### src/rtl/package_settings.sv
// rtl/package_settings.sv - project-wide datapath widths
package package_settings;

  localparam int SIZE_FILTER_DATA = 16;

endpackage

### src/rtl/v1_parameters.sv
// rtl/v1_parameters.sv - Variant 1 peak detector defaults and FSM state type
package v1_parameters;

  import package_settings::*;

  localparam int SIZE_FILTER_DATA_1 = SIZE_FILTER_DATA;
  localparam int THRESHOLD_1        = 200;
  localparam int MIN_WIDTH_1        = 3;
  localparam int HOLDOFF_1          = 8;
  localparam int TS_WIDTH_1         = 32;
  localparam int W_WIDTH_1          = 8;

  typedef enum logic [1:0] {IDLE, ABOVE, HOLDOFF} v1_pd_state_t;

endpackage

### src/rtl/v1_peak_result_buffer.sv
// rtl/v1_peak_result_buffer.sv - single-entry valid/ready result register
// A new result arriving while the held one is still unread is dropped and counted.
module v1_peak_result_buffer #(
  parameter int DATA_W = 16,
  parameter int TS_W   = 32,
  parameter int W_W    = 8
) (
  input  logic              clk,
  input  logic              reset,
  input  logic              emit,
  input  logic [DATA_W-1:0] emit_amplitude,
  input  logic [TS_W-1:0]   emit_time,
  input  logic [W_W-1:0]    emit_width,
  input  logic              peak_ready,
  output logic              peak_valid,
  output logic [DATA_W-1:0] peak_amplitude,
  output logic [TS_W-1:0]   peak_time,
  output logic [W_W-1:0]    peak_width,
  output logic [15:0]       lost_count
);

  logic transfer;
  logic accept;

  assign transfer = peak_valid && peak_ready;
  assign accept   = emit && (!peak_valid || transfer);

  always_ff @(posedge clk) begin
    if (reset) begin
      peak_valid     <= 1'b0;
      peak_amplitude <= '0;
      peak_time      <= '0;
      peak_width     <= '0;
      lost_count     <= '0;
    end else begin
      if (accept) begin
        peak_valid     <= 1'b1;
        peak_amplitude <= emit_amplitude;
        peak_time      <= emit_time;
        peak_width     <= emit_width;
      end else if (transfer) begin
        peak_valid <= 1'b0;
      end
      if (emit && !accept && lost_count != 16'hFFFF) begin
        lost_count <= lost_count + 16'd1;
      end
    end
  end

endmodule

### src/rtl/v1_peak_detector.sv
// rtl/v1_peak_detector.sv - threshold pulse finder reporting peak, time and width
// Glitches shorter than MIN_WIDTH are discarded; crossings during holdoff are treated as pile-up.
module v1_peak_detector #(
  parameter int SIZE_FILTER_DATA = v1_parameters::SIZE_FILTER_DATA_1,
  parameter int THRESHOLD        = v1_parameters::THRESHOLD_1,
  parameter int MIN_WIDTH        = v1_parameters::MIN_WIDTH_1,
  parameter int HOLDOFF          = v1_parameters::HOLDOFF_1,
  parameter int TS_WIDTH         = v1_parameters::TS_WIDTH_1,
  parameter int W_WIDTH          = v1_parameters::W_WIDTH_1
) (
  input  logic                        clk,
  input  logic                        reset,
  input  logic [SIZE_FILTER_DATA-1:0] filter_data,
  input  logic                        peak_ready,
  output logic                        peak_valid,
  output logic [SIZE_FILTER_DATA-1:0] peak_amplitude,
  output logic [TS_WIDTH-1:0]         peak_time,
  output logic [W_WIDTH-1:0]          peak_width,
  output logic [15:0]                 lost_count
);

  localparam int HC_W = (HOLDOFF > 1) ? $clog2(HOLDOFF) : 1;
  localparam logic [HC_W-1:0] HOLD_INIT = HC_W'((HOLDOFF > 0) ? HOLDOFF - 1 : 0);
  localparam logic signed [SIZE_FILTER_DATA-1:0] THR = SIZE_FILTER_DATA'(THRESHOLD);
  localparam logic [W_WIDTH-1:0] MIN_W = W_WIDTH'(MIN_WIDTH);
  localparam logic [W_WIDTH-1:0] W_MAX = '1;

  v1_parameters::v1_pd_state_t state, state_next;

  logic signed [SIZE_FILTER_DATA-1:0] s_reg;
  logic                               s_valid;
  logic [TS_WIDTH-1:0]                s_ts;
  logic [TS_WIDTH-1:0]                ts_next;

  logic signed [SIZE_FILTER_DATA-1:0] max_val, max_val_next;
  logic [TS_WIDTH-1:0]                max_ts, max_ts_next;
  logic [W_WIDTH-1:0]                 width, width_next;
  logic [HC_W-1:0]                    hcnt, hcnt_next;
  logic                               qualify;
  logic                               emit;

  // s_valid keeps the reset value of s_reg from being judged as a real sample
  always_ff @(posedge clk) begin
    if (reset) begin
      s_reg   <= '0;
      s_valid <= 1'b0;
      s_ts    <= '0;
      ts_next <= '0;
    end else begin
      s_reg   <= filter_data;
      s_valid <= 1'b1;
      s_ts    <= ts_next;
      ts_next <= ts_next + TS_WIDTH'(1);
    end
  end

  assign qualify = s_valid && (s_reg > THR);

  always_ff @(posedge clk) begin
    if (reset) begin
      state   <= v1_parameters::IDLE;
      max_val <= '0;
      max_ts  <= '0;
      width   <= '0;
      hcnt    <= '0;
    end else begin
      state   <= state_next;
      max_val <= max_val_next;
      max_ts  <= max_ts_next;
      width   <= width_next;
      hcnt    <= hcnt_next;
    end
  end

  always_comb begin
    state_next   = state;
    max_val_next = max_val;
    max_ts_next  = max_ts;
    width_next   = width;
    hcnt_next    = hcnt;
    emit         = 1'b0;
    case (state)
      v1_parameters::IDLE: begin
        if (qualify) begin
          state_next   = v1_parameters::ABOVE;
          max_val_next = s_reg;
          max_ts_next  = s_ts;
          width_next   = W_WIDTH'(1);
        end
      end
      v1_parameters::ABOVE: begin
        if (qualify) begin
          if (width != W_MAX) width_next = width + W_WIDTH'(1);
          // strict compare keeps the timestamp of the first of equal peaks
          if (s_reg > max_val) begin
            max_val_next = s_reg;
            max_ts_next  = s_ts;
          end
        end else if (width >= MIN_W) begin
          emit       = 1'b1;
          hcnt_next  = HOLD_INIT;
          state_next = (HOLDOFF == 0) ? v1_parameters::IDLE : v1_parameters::HOLDOFF;
        end else begin
          state_next = v1_parameters::IDLE;
        end
      end
      v1_parameters::HOLDOFF: begin
        if (qualify) begin
          hcnt_next = HOLD_INIT;
        end else if (hcnt == '0) begin
          state_next = v1_parameters::IDLE;
        end else begin
          hcnt_next = hcnt - HC_W'(1);
        end
      end
      default: state_next = v1_parameters::IDLE;
    endcase
  end

  v1_peak_result_buffer #(
    .DATA_W (SIZE_FILTER_DATA),
    .TS_W   (TS_WIDTH),
    .W_W    (W_WIDTH)
  ) u_result_buffer (
    .clk            (clk),
    .reset          (reset),
    .emit           (emit),
    .emit_amplitude (max_val),
    .emit_time      (max_ts),
    .emit_width     (width),
    .peak_ready     (peak_ready),
    .peak_valid     (peak_valid),
    .peak_amplitude (peak_amplitude),
    .peak_time      (peak_time),
    .peak_width     (peak_width),
    .lost_count     (lost_count)
  );

endmodule

### config.mk
export PLATFORM = sky130hd
export DESIGN_NAME = v1_peak_detector
export DESIGN_NICKNAME = d
export VERILOG_FILES = /design/src/rtl/package_settings.sv /design/src/rtl/v1_parameters.sv /design/src/rtl/v1_peak_result_buffer.sv /design/src/rtl/v1_peak_detector.sv
export SDC_FILE = /design/constraint.sdc
export NUM_CORES = 1
export LEC_CHECK = 0
export CORE_ASPECT_RATIO = 1.5
export CORE_MARGIN = 2
export CORE_UTILIZATION = 50
export DETAILED_ROUTE_END_ITERATION = 12
export GPL_ROUTABILITY_DRIVEN = 0
export PLACE_DENSITY = 0.75
export SLEW_MARGIN = 20
export SYNTH_ARGS = -nofsm -noshare
export SYNTH_HDL_FRONTEND = slang
export SYNTH_SLANG_ARGS = --single-unit
export TNS_END_PERCENT = 50
### constraint.sdc
create_clock -name clk -period 2.3 [get_ports clk]
set_clock_uncertainty 0.1 [all_clocks]
set_input_delay 0.46 -clock clk [delete_from_list [all_inputs] [get_ports clk]]
set_output_delay 0.46 -clock clk [all_outputs]
set_load 0.02 [all_outputs]
==> tab_implementation.tex <==
\begin{tabular}{lr}
\hline
Metric & Value \\
\hline
\multicolumn{2}{l}{\textbf{Worst setup path}} \\
Max FO, Critical Path & 4 \\
Launch point of the critical path & max\_val[5]\$\_SDFFE\_PP0P\_ \\
RR Startpoint & max\_val[5]\$\_SDFFE\_PP0P\_ \\
Critical path endpoint category & flip-flop \\
Flop-to-flop setup slack & -0.22 ns \\
Req. time, crit path & 2.60 ns \\
Sort of element at the start of the critical path & flip-flop \\
Crit Reg-Reg Endpoint & max\_val[14]\$\_SDFFE\_PP0P\_ \\
Worst Path Class, Setup & reg -> reg \\
Depth of the worst register-to-register path & 11 \\
Crit path DAT & 2.82 ns \\
\multicolumn{2}{l}{\textbf{Pwr}} \\
Power density relative to cell area & 683 nW/um2 \\
Total power of the final layout & 7.68 mW \\
Static Leakage & 4.10 nW \\
Worst supply voltage drop on vdd & 0.000549 V \\
\multicolumn{2}{l}{\textbf{Synthesis}} \\
Number of synthesized flops with an enable pin & 0 \\
Average cell area after synthesis & 8.85 um2 \\
Count of warnings emitted by yosys & 0 \\
Cell variety after synth & 46 \\
Proportion of synthesized flip-flops having asynchronous set or reset & 0\% \\
Combined area of all synthesized cells & 8340 um2 \\
Sequential-to-total area share from yosys stat & 51.6\% \\
Number of instances in the synthesized netlist & 943 \\
Leading register cell type out of synthesis & dfxtp\_1 \\
Post-Syn Nets & 983 \\
Register bit count reported by yosys & 215 \\
\multicolumn{2}{l}{\textbf{Global route}} \\
Via count of the first global-routing pass & 6596 \\
Global Route Usage Sum & 21.4\% \\
Largest net degree at the start of global routing & 75 \\
Antenna violations before repair & 0 \\
Global-route wire length before repair & 30900 um \\
Congestion Overflow GR & 0 \\
\multicolumn{2}{l}{\textbf{Floorplan}} \\
Number of core rows & 57 \\
Total Die Area & 17800 um2 \\
Die Y-Extent & 162 um \\
Initial core utilization & 51.3\% \\
Top Ports & 92 \\
Die Wd & 109 um \\
Core Box Area & 16300 um2 \\
\multicolumn{2}{l}{\textbf{Detailed routing}} \\
Routed vias & 6942 \\
Drt first-iter violations & 308 \\
Pre-Repair DR Iteration Count & 5 \\
Post-route DRC & 0 \\
DR WL/cell & 15.7 um \\
Routed vias/inst & 5.29 \\
Routed wire length & 20600 um \\
Number of nets still failing antenna checks after routing & 0 \\
\multicolumn{2}{l}{\textbf{Timing}} \\
Final critical-path required period & 2.52 ns \\
Final setup slack of the worst path & -0.219 ns \\
Achievable clock frequency & 0.397 GHz \\
Fin. max-slew vios & 0 \\
Worst hold slack & 0.239 ns \\
Final setup vio count & 50 \\
Slew @ Worst Pin & 0.492 ns \\
Normalized max-slew margin & 66.9\% \\
Final worst-path cycle share & 110\% \\
Hold Vio Cnt, Final & 0 \\
RSZ-0062 raised after global routing & yes \\
\multicolumn{2}{l}{\textbf{Placed design}} \\
Count of input and output buffers & 91 \\
Final HPWL DP & 11500 um \\
Pre-CTS WS & -0.189 ns \\
\multicolumn{2}{l}{\textbf{CTS}} \\
Clk buf depth & 3 \\
Clock slew at reported path FFs & 0.07 ns \\
CTS tree & yes \\
Total clock sinks & 215 \\
H-tree depth & 1 \\
Buffer type at the clock tree root & clkbuf\_16 \\
Later-pin clock latency in the skew report & 0.49 ns \\
Hold\_buf cts & 0 \\
Total clock buffers created by CTS & 20 \\
\multicolumn{2}{l}{\textbf{Final layout}} \\
Post-layout nets & 1135 \\
Most common library cell in the layout ignoring fill and taps & nand2\_1 \\
Layout cell share with drive strength beyond 1 & 16.2\% \\
P\&R area growth vs syn & 34.7\% \\
Diodes inserted & 0 \\
Commonest cells after routing, fill and taps aside & nand2\_1 (225), dfxtp\_1 (203), clkdlybuf4s50\_1 (90) \\
\multicolumn{2}{l}{\textbf{Min path}} \\
Number of cells on the worst hold path & 2 \\
Hold Crit Start & reset \\
Type of the worst min-delay path & in -> reg \\
Hold Path Sink & s\_reg[11]\$\_SDFF\_PP0\_ \\
\multicolumn{2}{l}{\textbf{Run status}} \\
Outcome & finished with violations \\
Failing checks & negative setup slack \\
\multicolumn{2}{l}{\textbf{Job}} \\
Maxcap violations & 0 \\
\hline
\end{tabular}
[repair_timing]
action | 4_1_cts | 5_1_grt
pin swaps | 6 | 21
setup endpoints to repair | 58 | 105
gates cloned | 6 | 4
gates resized for setup | 28 | 45
setup buffers | 4 | 6
[synthesized netlist by cell type, types with 2 or more instances]
cell | n | area share (%)
a21o_1 | 4 | 0.36
a21oi_1 | 86 | 5.2
a221oi_1 | 2 | 0.21
and2_1 | 3 | 0.22
and3_1 | 13 | 0.97
and4_1 | 2 | 0.21
buf_1 | 2 | 0.090
buf_2 | 7 | 0.42
buf_4 | 3 | 0.27
clkbuf_1 | 35 | 1.6
dfxtp_1 | 215 | 52
ha_1 | 21 | 3.1
inv_1 | 29 | 1.3
mux2i_1 | 48 | 5.8
nand2_1 | 227 | 10
nand2b_1 | 4 | 0.30
nand3_1 | 29 | 1.7
nand4_1 | 17 | 1.3
nor2_1 | 43 | 1.9
nor2b_1 | 53 | 4.0
nor3_1 | 11 | 0.66
nor4_1 | 5 | 0.37
o21ai_0 | 12 | 0.72
o31ai_1 | 7 | 0.63
or3_1 | 10 | 0.75
or4_1 | 6 | 0.54
xnor2_1 | 9 | 0.94
xor2_1 | 22 | 2.3
[cell type report]
cell class | instances | area, um2
clock buffer | 32 | 617
sequential | 215 | 4320
inverter | 30 | 113
clock inverter | 2 | 35.0
timing repair buffer | 178 | 1880
tap | 206 | 258
fill | 1231 | 5020
multi-input combinational | 650 | 4010
[per-layer routing]
metal / part of all wire, % / vias to the layer above / track usage, % / routed length (um)
met1: 41 / 3290 / 25.7 / 8520
met2: 52 / 162 / 37.9 / 10600
li1: - / 3444 / - / -
met3: 4.1 / 46 / 3.37 / 847
met4: 2.8 / 0 / 7.48 / 575
met5: 0 / - / 0 / 0
[where the power goes]
| part | leakage, nW | internal, mW | total, mW | switching (mW) |
|---|---|---|---|---|
| Combinational | 2.03 | 0.294 | 0.580 | 0.286 |
| Clock | 0.320 | 1.94 | 3.30 | 1.36 |
| Sequential | 1.74 | 3.76 | 3.80 | 0.0322 |
[through the flow]
step | cells | utilization, % | cell area [um2] | TNS, ns
6_report | 1313 | 69.1 | 11200 | -7.07
5_1_grt | 1313 | 69.1 | 11200 | -13.46
4_1_cts | 1305 | 67.0 | 10900 | -4.77
3_5_place_dp | 1261 | 61.0 | 9920 | -8.00
3_3_place_gp | 1261 | 61.0 | 9920 | -4.09
2_1_floorplan | 943 | - | 8340 | -0.335
[worst max-delay path: stages, from the launching register on]
cell and delay, ns:
dfxtp_1 0.36, inv_1 0.09, ha_4 0.28, nand4_1 0.15
buf_4 0.20, nor4_4 0.17, a221oi_2 0.11, buf_4 0.16
a21oi_4 0.22, buf_6 0.20, clkbuf_16 0.16, mux2i_1 0.21
[worst max path at each step]
stage	endpoint	slack [ns]	depth (start not counted)
2_1_floorplan	max_ts[28]$_SDFFE_PP0P_	-0.02	10
5_1_grt	max_val[14]$_SDFFE_PP0P_	-0.30	11
6_report	max_val[14]$_SDFFE_PP0P_	-0.22	11
3_3_place_gp	max_ts[16]$_SDFFE_PP0P_	-0.09	10
3_5_place_dp	max_ts[17]$_SDFFE_PP0P_	-0.19	10
4_1_cts	max_ts[19]$_SDFFE_PP0P_	-0.11	11
[logic make-up after synthesis]
group	Yosys count	synth area share, %
simple gates	427	23.8
flops	215	51.6
compound gates	122	8.47
buf+inv	78	3.84
mux	49	5.89
xor+xnor	31	3.25
fa+ha+maj	21	3.15
Power figures use the tool's default switching activity.
